**config.mk**
```make
export PLATFORM = sky130hd
export DESIGN_NAME = load_store_unit
export DESIGN_NICKNAME = d
export VERILOG_FILES = /design/src/rtl/load_store_unit.sv
export SDC_FILE = /design/constraint.sdc
export NUM_CORES = 1
export LEC_CHECK = 0
export CAP_MARGIN = 15
export CORE_MARGIN = 3
export CORE_UTILIZATION = 36
export DETAILED_ROUTE_END_ITERATION = 8
export PLACE_DENSITY = 0.8
export SYNTH_ARGS = -nofsm -noshare
export SYNTH_HDL_FRONTEND = slang
export SYNTH_SLANG_ARGS = --single-unit
```
**constraint.sdc**
```tcl
create_clock -name clk -period 1.78 [get_ports clk]
set_input_delay 0.267 -clock clk [delete_from_list [all_inputs] [get_ports clk]]
set_output_delay 0.267 -clock clk [all_outputs]
set_load 0.1 [all_outputs]
```
**src/rtl/load_store_unit.sv**
```systemverilog
// Sub-word load/store unit: turns byte/half/word requests into word-aligned
// DataMemory cycles, with read-modify-write for sub-word stores.
//
// state | meaning
// IDLE  | ready for a request
// RD    | memory read; word captured into rd_word_q
// WR    | memory write of merged (or full) word
// RESP  | one-cycle response, load data extended here
module load_store_unit #(
  parameter int ADDR_W = 32,
  parameter int DATA_W = 32
) (
  input  logic              clk,
  input  logic              rst_n,
  input  logic              reqValid,
  output logic              reqReady,
  input  logic              reqWrite,
  input  logic [1:0]        reqSize,
  input  logic              reqUnsigned,
  input  logic [ADDR_W-1:0] reqAddr,
  input  logic [DATA_W-1:0] reqWdata,
  output logic              respValid,
  output logic [DATA_W-1:0] respRdata,
  output logic              respMisaligned,
  output logic [ADDR_W-1:0] memAddress,
  output logic [DATA_W-1:0] memWriteData,
  output logic              memWriteEnable,
  output logic              memReadEnable,
  input  logic [DATA_W-1:0] memReadData
);

  typedef enum logic [1:0] {
    IDLE = 2'd0,
    RD   = 2'd1,
    WR   = 2'd2,
    RESP = 2'd3
  } state_t;

  localparam logic [1:0] SZ_BYTE = 2'b00;
  localparam logic [1:0] SZ_HALF = 2'b01;
  localparam logic [1:0] SZ_WORD = 2'b10;

  state_t              state_q, state_d;
  logic [ADDR_W-1:0]   addr_q, addr_d;
  logic [1:0]          size_q, size_d;
  logic                write_q, write_d;
  logic                unsigned_q, unsigned_d;
  logic                misaligned_q, misaligned_d;
  logic [DATA_W-1:0]   wdata_q, wdata_d;
  logic [DATA_W-1:0]   rd_word_q, rd_word_d;

  logic                req_misaligned;
  logic [DATA_W-1:0]   merge_word;
  logic [7:0]          lane_byte;
  logic [15:0]         lane_half;
  logic [DATA_W-1:0]   load_ext;

  always_comb begin
    req_misaligned = 1'b0;
    case (reqSize)
      SZ_BYTE: req_misaligned = 1'b0;
      SZ_HALF: req_misaligned = reqAddr[0];
      SZ_WORD: req_misaligned = (reqAddr[1:0] != 2'b00);
      default: req_misaligned = 1'b1;
    endcase
  end

  always_comb begin
    state_d      = state_q;
    addr_d       = addr_q;
    size_d       = size_q;
    write_d      = write_q;
    unsigned_d   = unsigned_q;
    misaligned_d = misaligned_q;
    wdata_d      = wdata_q;
    rd_word_d    = rd_word_q;
    case (state_q)
      IDLE: begin
        if (reqValid) begin
          addr_d       = reqAddr;
          size_d       = reqSize;
          write_d      = reqWrite;
          unsigned_d   = reqUnsigned;
          wdata_d      = reqWdata;
          misaligned_d = req_misaligned;
          if (req_misaligned)
            state_d = RESP;
          else if (reqWrite && (reqSize == SZ_WORD))
            state_d = WR;
          else
            state_d = RD;
        end
      end
      RD: begin
        rd_word_d = memReadData;
        state_d   = write_q ? WR : RESP;
      end
      WR:      state_d = RESP;
      RESP:    state_d = IDLE;
      default: state_d = IDLE;
    endcase
  end

  always_ff @(posedge clk or negedge rst_n) begin
    if (!rst_n) begin
      state_q      <= IDLE;
      addr_q       <= '0;
      size_q       <= 2'b00;
      write_q      <= 1'b0;
      unsigned_q   <= 1'b0;
      misaligned_q <= 1'b0;
      wdata_q      <= '0;
      rd_word_q    <= '0;
    end else begin
      state_q      <= state_d;
      addr_q       <= addr_d;
      size_q       <= size_d;
      write_q      <= write_d;
      unsigned_q   <= unsigned_d;
      misaligned_q <= misaligned_d;
      wdata_q      <= wdata_d;
      rd_word_q    <= rd_word_d;
    end
  end

  // Store merge: only the addressed lane(s) of the read word are replaced.
  always_comb begin
    merge_word = rd_word_q;
    case (size_q)
      SZ_BYTE: begin
        case (addr_q[1:0])
          2'd0:    merge_word[7:0]   = wdata_q[7:0];
          2'd1:    merge_word[15:8]  = wdata_q[7:0];
          2'd2:    merge_word[23:16] = wdata_q[7:0];
          default: merge_word[31:24] = wdata_q[7:0];
        endcase
      end
      SZ_HALF: begin
        if (addr_q[1])
          merge_word[31:16] = wdata_q[15:0];
        else
          merge_word[15:0]  = wdata_q[15:0];
      end
      default: merge_word = wdata_q;
    endcase
  end

  always_comb begin
    lane_byte = rd_word_q[7:0];
    case (addr_q[1:0])
      2'd0:    lane_byte = rd_word_q[7:0];
      2'd1:    lane_byte = rd_word_q[15:8];
      2'd2:    lane_byte = rd_word_q[23:16];
      default: lane_byte = rd_word_q[31:24];
    endcase
    lane_half = addr_q[1] ? rd_word_q[31:16] : rd_word_q[15:0];
  end

  always_comb begin
    load_ext = rd_word_q;
    case (size_q)
      SZ_BYTE: load_ext = unsigned_q ? {24'h000000, lane_byte}
                                     : {{24{lane_byte[7]}}, lane_byte};
      SZ_HALF: load_ext = unsigned_q ? {16'h0000, lane_half}
                                     : {{16{lane_half[15]}}, lane_half};
      default: load_ext = rd_word_q;
    endcase
  end

  // Enables decode straight from state so reset drops them asynchronously.
  assign reqReady       = (state_q == IDLE);
  assign memReadEnable  = (state_q == RD);
  assign memWriteEnable = (state_q == WR);
  assign memAddress     = {addr_q[ADDR_W-1:2], 2'b00};
  assign memWriteData   = (state_q == WR) ? merge_word : '0;
  assign respValid      = (state_q == RESP);
  assign respMisaligned = (state_q == RESP) && misaligned_q;
  assign respRdata      = ((state_q == RESP) && !write_q && !misaligned_q) ? load_ext : '0;

endmodule

```
## After elaboration in Yosys (flattened, before gate mapping)

Cells that the tools add are included.

| operators by class | value |
|---|---|
| reductions and logical operators | 13 |
| mux-type cells | 20 |
| equal/unequal tests | 9 |

Operator list:

| kind | count |
|---|---|
| 2-to-1 mux 32 bit | 4 |
| case mux 32 bit (2 select lines) | 2 |
| 2-to-1 mux 16 bit | 3 |
| 2-to-1 mux 8 bit | 4 |
| case mux 8 bit (3 select lines) | 1 |
| equality test 2 x 1 -> 1 bit (second input constant) | 4 |
| equality test 2 bit (second input constant) | 4 |
| zero test 2 bit | 4 |
| case mux 2 bit (4 select lines) | 1 |
| 2-to-1 mux 2 bit | 3 |
| logical AND 1 bit | 4 |
| case mux 1 bit (3 select lines) | 1 |
| OR reduction 3 bit | 1 |
| zero test 1 bit | 2 |
| inequality test 2 bit (second input constant) | 1 |
| AND reduction 2 bit | 1 |
| nonzero test 2 bit | 1 |
| 2-to-1 mux 1 bit | 1 |

| storage, ports and cells | value |
|---|---|
| input bits | 103 |
| bits in registers | 103 |

## Depth between registers and ports, before layout

| depth | value |
|---|---|
| word-level depth | 6 |
| depth in mapped cells | 7 |
| depth with buffers taken out | 5 |

## Least setup slack after synthesis

Ideal clock, no wire load.

| timing path | value |
|---|---|
| path type | reg-to-output |
| from | reg state_q[0] |
| to | out memWriteData[24] |
| slack | -2.524 ns |
| required time | 1.513 ns |
| arrival time | 4.037 ns |
| cell stages (with the launch flop) | 6 |
| path through | dfrtp_1 > inv_1 > ha_1 > clkbuf_1 > nand2_1 > o31ai_1 |

| between the ends | value |
|---|---|
| cells in the longest elaborated chain, start to end | 2 |

Ends and longest elaborated chain:

| what | line | source |
|---|---|---|
| start, declared | 43 | `state_t state_q, state_d;` |
| start signal, assigned | 115 | `state_q <= state_d;` |
| equality test 2 bit | -- |  |
| named net memWriteEnable | 27 | `output logic memWriteEnable,` |
| 2-to-1 mux 32 bit | 175 | `assign memWriteData = (state_q == WR) ? merge_word : '0;` |
| end, declared | 26 | `output logic [DATA_W-1:0] memWriteData,` |

The timed path passes the listed nets, and every way through them passes these cells.

## Final worst setup path

| timing path | value |
|---|---|
| from | reg addr_q[0] |
| to | out respRdata[20] |

| between the ends | value |
|---|---|
| cells in the longest elaborated chain, start to end | 5 |
| elaborated cells on any way between the ends | 7 |

Ends and longest elaborated chain:

| what | line | source |
|---|---|---|
| start, declared | 44 | `logic [ADDR_W-1:0] addr_q, addr_d;` |
| start signal, assigned | 116 | `addr_q <= addr_d;` |
| equality test 2 bit (tied with other cells) | 150 | `case (addr_q[1:0])` |
| case mux 8 bit (3 select lines) * | 150 |  |
| 2-to-1 mux 32 bit * | 162 | `SZ_BYTE: load_ext = unsigned_q ? {24'h000000, lane_byte}` |
| case mux 32 bit (2 select lines) * | 161 | `case (size_q)` |
| 2-to-1 mux 32 bit * | 178 | `assign respRdata = ((state_q == RESP) && !write_q && !misaligned_q) ? load_ext : '0;` |
| end, declared | 23 | `output logic [DATA_W-1:0] respRdata,` |

Every way passes the cells marked *; elsewhere a longest branch is shown, timed or not.

==> flow_metrics.tcl <==
set metrics [dict create \
    core_um2 16000 \
    r2r_end "wdata_q[1]" \
    cts_root_buf "clkbuf_16" \
    synthTopCellsByArea "dfrtp_1 44%, mux2_2 20%, mux2i_1 4.6%" \
    first_pass_iters 5 \
    crit_path_max_incr_delay_ns 0.44 \
    ys_seq_area_share_pct 43.61 \
    path_class "reg -> out" \
    end_kind "output pin" \
    async_flop_share_pct 100.0 \
    synth_top_area_share_pct 43.61 \
    crit_cells 6 \
    crit_end "respRdata[20]" \
    synth.avg_cell_area_um2 10.83 \
    n_fill_cell 1109 \
    portBuffers 201 \
    synth_warnings 0 \
    num_vias 5452 \
    grt_overflow 0 \
    grt_first_pass_wirelength_um 33990 \
    hp-class "in -> async" \
    final_cells 1013 \
    grt_max_degree 70 \
    crit_start "addr_q[0]" \
    rrSetupSlack_ns -0.03 \
    h-tree-depth 3 \
    hold_viol_final 0 \
    fmax_mhz 399.4 \
    synth-edff-count 0 \
    die_h_um 134.1 \
    ys_types 44 \
    drc_errors 0 \
    wl_um 23180 \
    final_util_pct 69.15 \
    rows 46 \
    violations "setup timing" \
    path_cells "mux2i_1 -> and3b_4 -> o31ai_4 -> buf_12 -> nand2_2 -> buf_12" \
    die_w_um 134.1 \
    synth_seq_cells 103 \
    clock_skew_ns 0.008706 \
    path_clk_slew_ns 0.08 \
    cts_tree "yes" \
    grt_pass1_vias 5853 \
    gp_congestion 0.9225 \
    worst_slack_ns -0.7240 \
    drt_iter0_markers 394 \
    grt_usage_pct 24.33 \
    avgRoutedWirePerCell_um 22.88 \
    critPathSlowestCell "dfrtp_2" \
    cts_buffers 9 \
    synth-main-ff-cell "dfrtp_1" \
    final_antenna_net_count 0 \
    path_buf_inv 2 \
    maxCapViolations 0 \
    cp.required_ns 1.51 \
    dp.cells 957 \
    syn_inst 546 \
    nets 899 \
    critical_path.top_delay_family "flip-flops" \
    post-synth-top-count-cell "mux2_2" \
    dieArea_um2 17990 \
    viasPerCell 5.382 \
    n_antenna_cell 0 \
    r2r_cells 8 \
    cp_common_cell "buf_12" \
    seq_area_um2 2581 \
    path_max_fanout 16 \
    worst_skew_pair.late_latency_ns 0.36 \
    setup_violations 82 \
    syn_to_final_growth_pct 87.19 \
    antenna_found_initial 0 \
    hpwl_um 15700 \
    rsz0062_at_grt "yes" \
    final_max_slew_viol_count 0 \
    initial_utilization_pct 36.94 \
    startpoint_type "register" \
    synth_top_area_cell "dfrtp_1" \
    status "complete, but fails checks" \
    fin_crit_ns 2.504 \
    top_level_ports 204 \
    crit_arrival_ns 2.24 \
    multi_input_area_um2 3960 \
    clock_sinks 103 \
    r2r-start "state_q[0]" \
    synth_top_cells_by_count "106 x mux2_2, 103 x dfrtp_1, 60 x nand2_1" \
    period_share_pct 140.7 \
    drive_gt1_share_pct 59.22 \
    cts_buffer_depth 2 \
    synth_area_um2 5911 \
]
[cell families after synthesis]
kind of cell	Yosys count	synth area share, %
buffers and inverters	78	7.663
AO/OA/AOI/OAI	109	13.80
flip-flops	103	43.61
AND/OR/NAND/NOR	118	9.251
multiplexers	133	24.77
other	1	0.06344
adder cells (fa/ha/maj)	4	0.8468
[timing repair]
action / CTS / global route
pin swaps: 46 / 13
endpoints found under the hold margin: 103 / 0
cloned: 1 / 10
hold buffers: 1 / 0
resized for setup: 128 / 35
endpoints found under the setup margin: 68 / 134
setup buffers: 27 / 5
[cell type report]
cell class,count,area share [%]
multi-input combinational,367,35.79
timing repair buffer,304,35.08
sequential,103,23.33
tap,216,2.443
clock buffer,10,2.160
clock inverter,6,0.9047
inverter,7,0.2940
[worst min-delay path by stage]
stage,depth (start not counted),end
floorplan,0,addr_q[0]
global placement,2,rd_word_q[17]
detailed placement,2,rd_word_q[17]
CTS,3,rd_word_q[17]
global route,3,rd_word_q[17]
finish,3,rd_word_q[17]
[registers in the layout (all words and copies together) (netlist names)]
signal	count
addr_q	32
misaligned_q	1
rd_word_q	32
size_q	2
state_q	2
unsigned_q	1
wdata_q	32
write_q	1
[layer usage]
metal | GRT usage, % | up-vias | part of all wire (%)
met4 | 6.448 | 0 | 2.4
met1 | 30.56 | 2766 | 40
li1 | - | 2432 | -
met5 | 0 | - | 0
met2 | 42.64 | 219 | 52
met3 | 5.289 | 35 | 5.2
[metrics by stage]
stage | TNS [ns] | worst slack [ns] | instance area [um^2] | hold WS, ns
floorplan | -41.33 | -0.6375 | 6480 | -0.02859
global placement | -20.20 | -0.5989 | 9500 | 0.2560
detailed placement | -23.77 | -0.7651 | 9500 | 0.2563
CTS | -31.33 | -0.5948 | 10700 | 0.4155
global route | -40.76 | -0.7414 | 11060 | 0.4338
finish | -36.17 | -0.7240 | 11060 | 0.4117
[placed cells by master, fill, tap and decap left out, drive strengths merged, types with 3 or more instances in the layout]
master,count
a21boi,8
inv,9
nor3,3
nand2b,4
o22a,8
buf,196
mux2i,27
dfrtp,103
o211a,7
a32oi,8
nor2,24
o21ai,17
nand2,61
clkbuf,15
o22ai,15
mux2,106
ha,4
nor2b,17
a22oi,8
clkdlybuf4s50,101
o31ai,8
o221a,7
a21oi,18
[worst min-delay path, stage by stage]
cell	delay, ns
dlygate4sd3_1	0.53
buf_4	0.13
buf_12	0.21
Power is left out: the tool's default activity adds up to more than one toggle a clock period on the data nets, which glitch-free logic cannot reach.
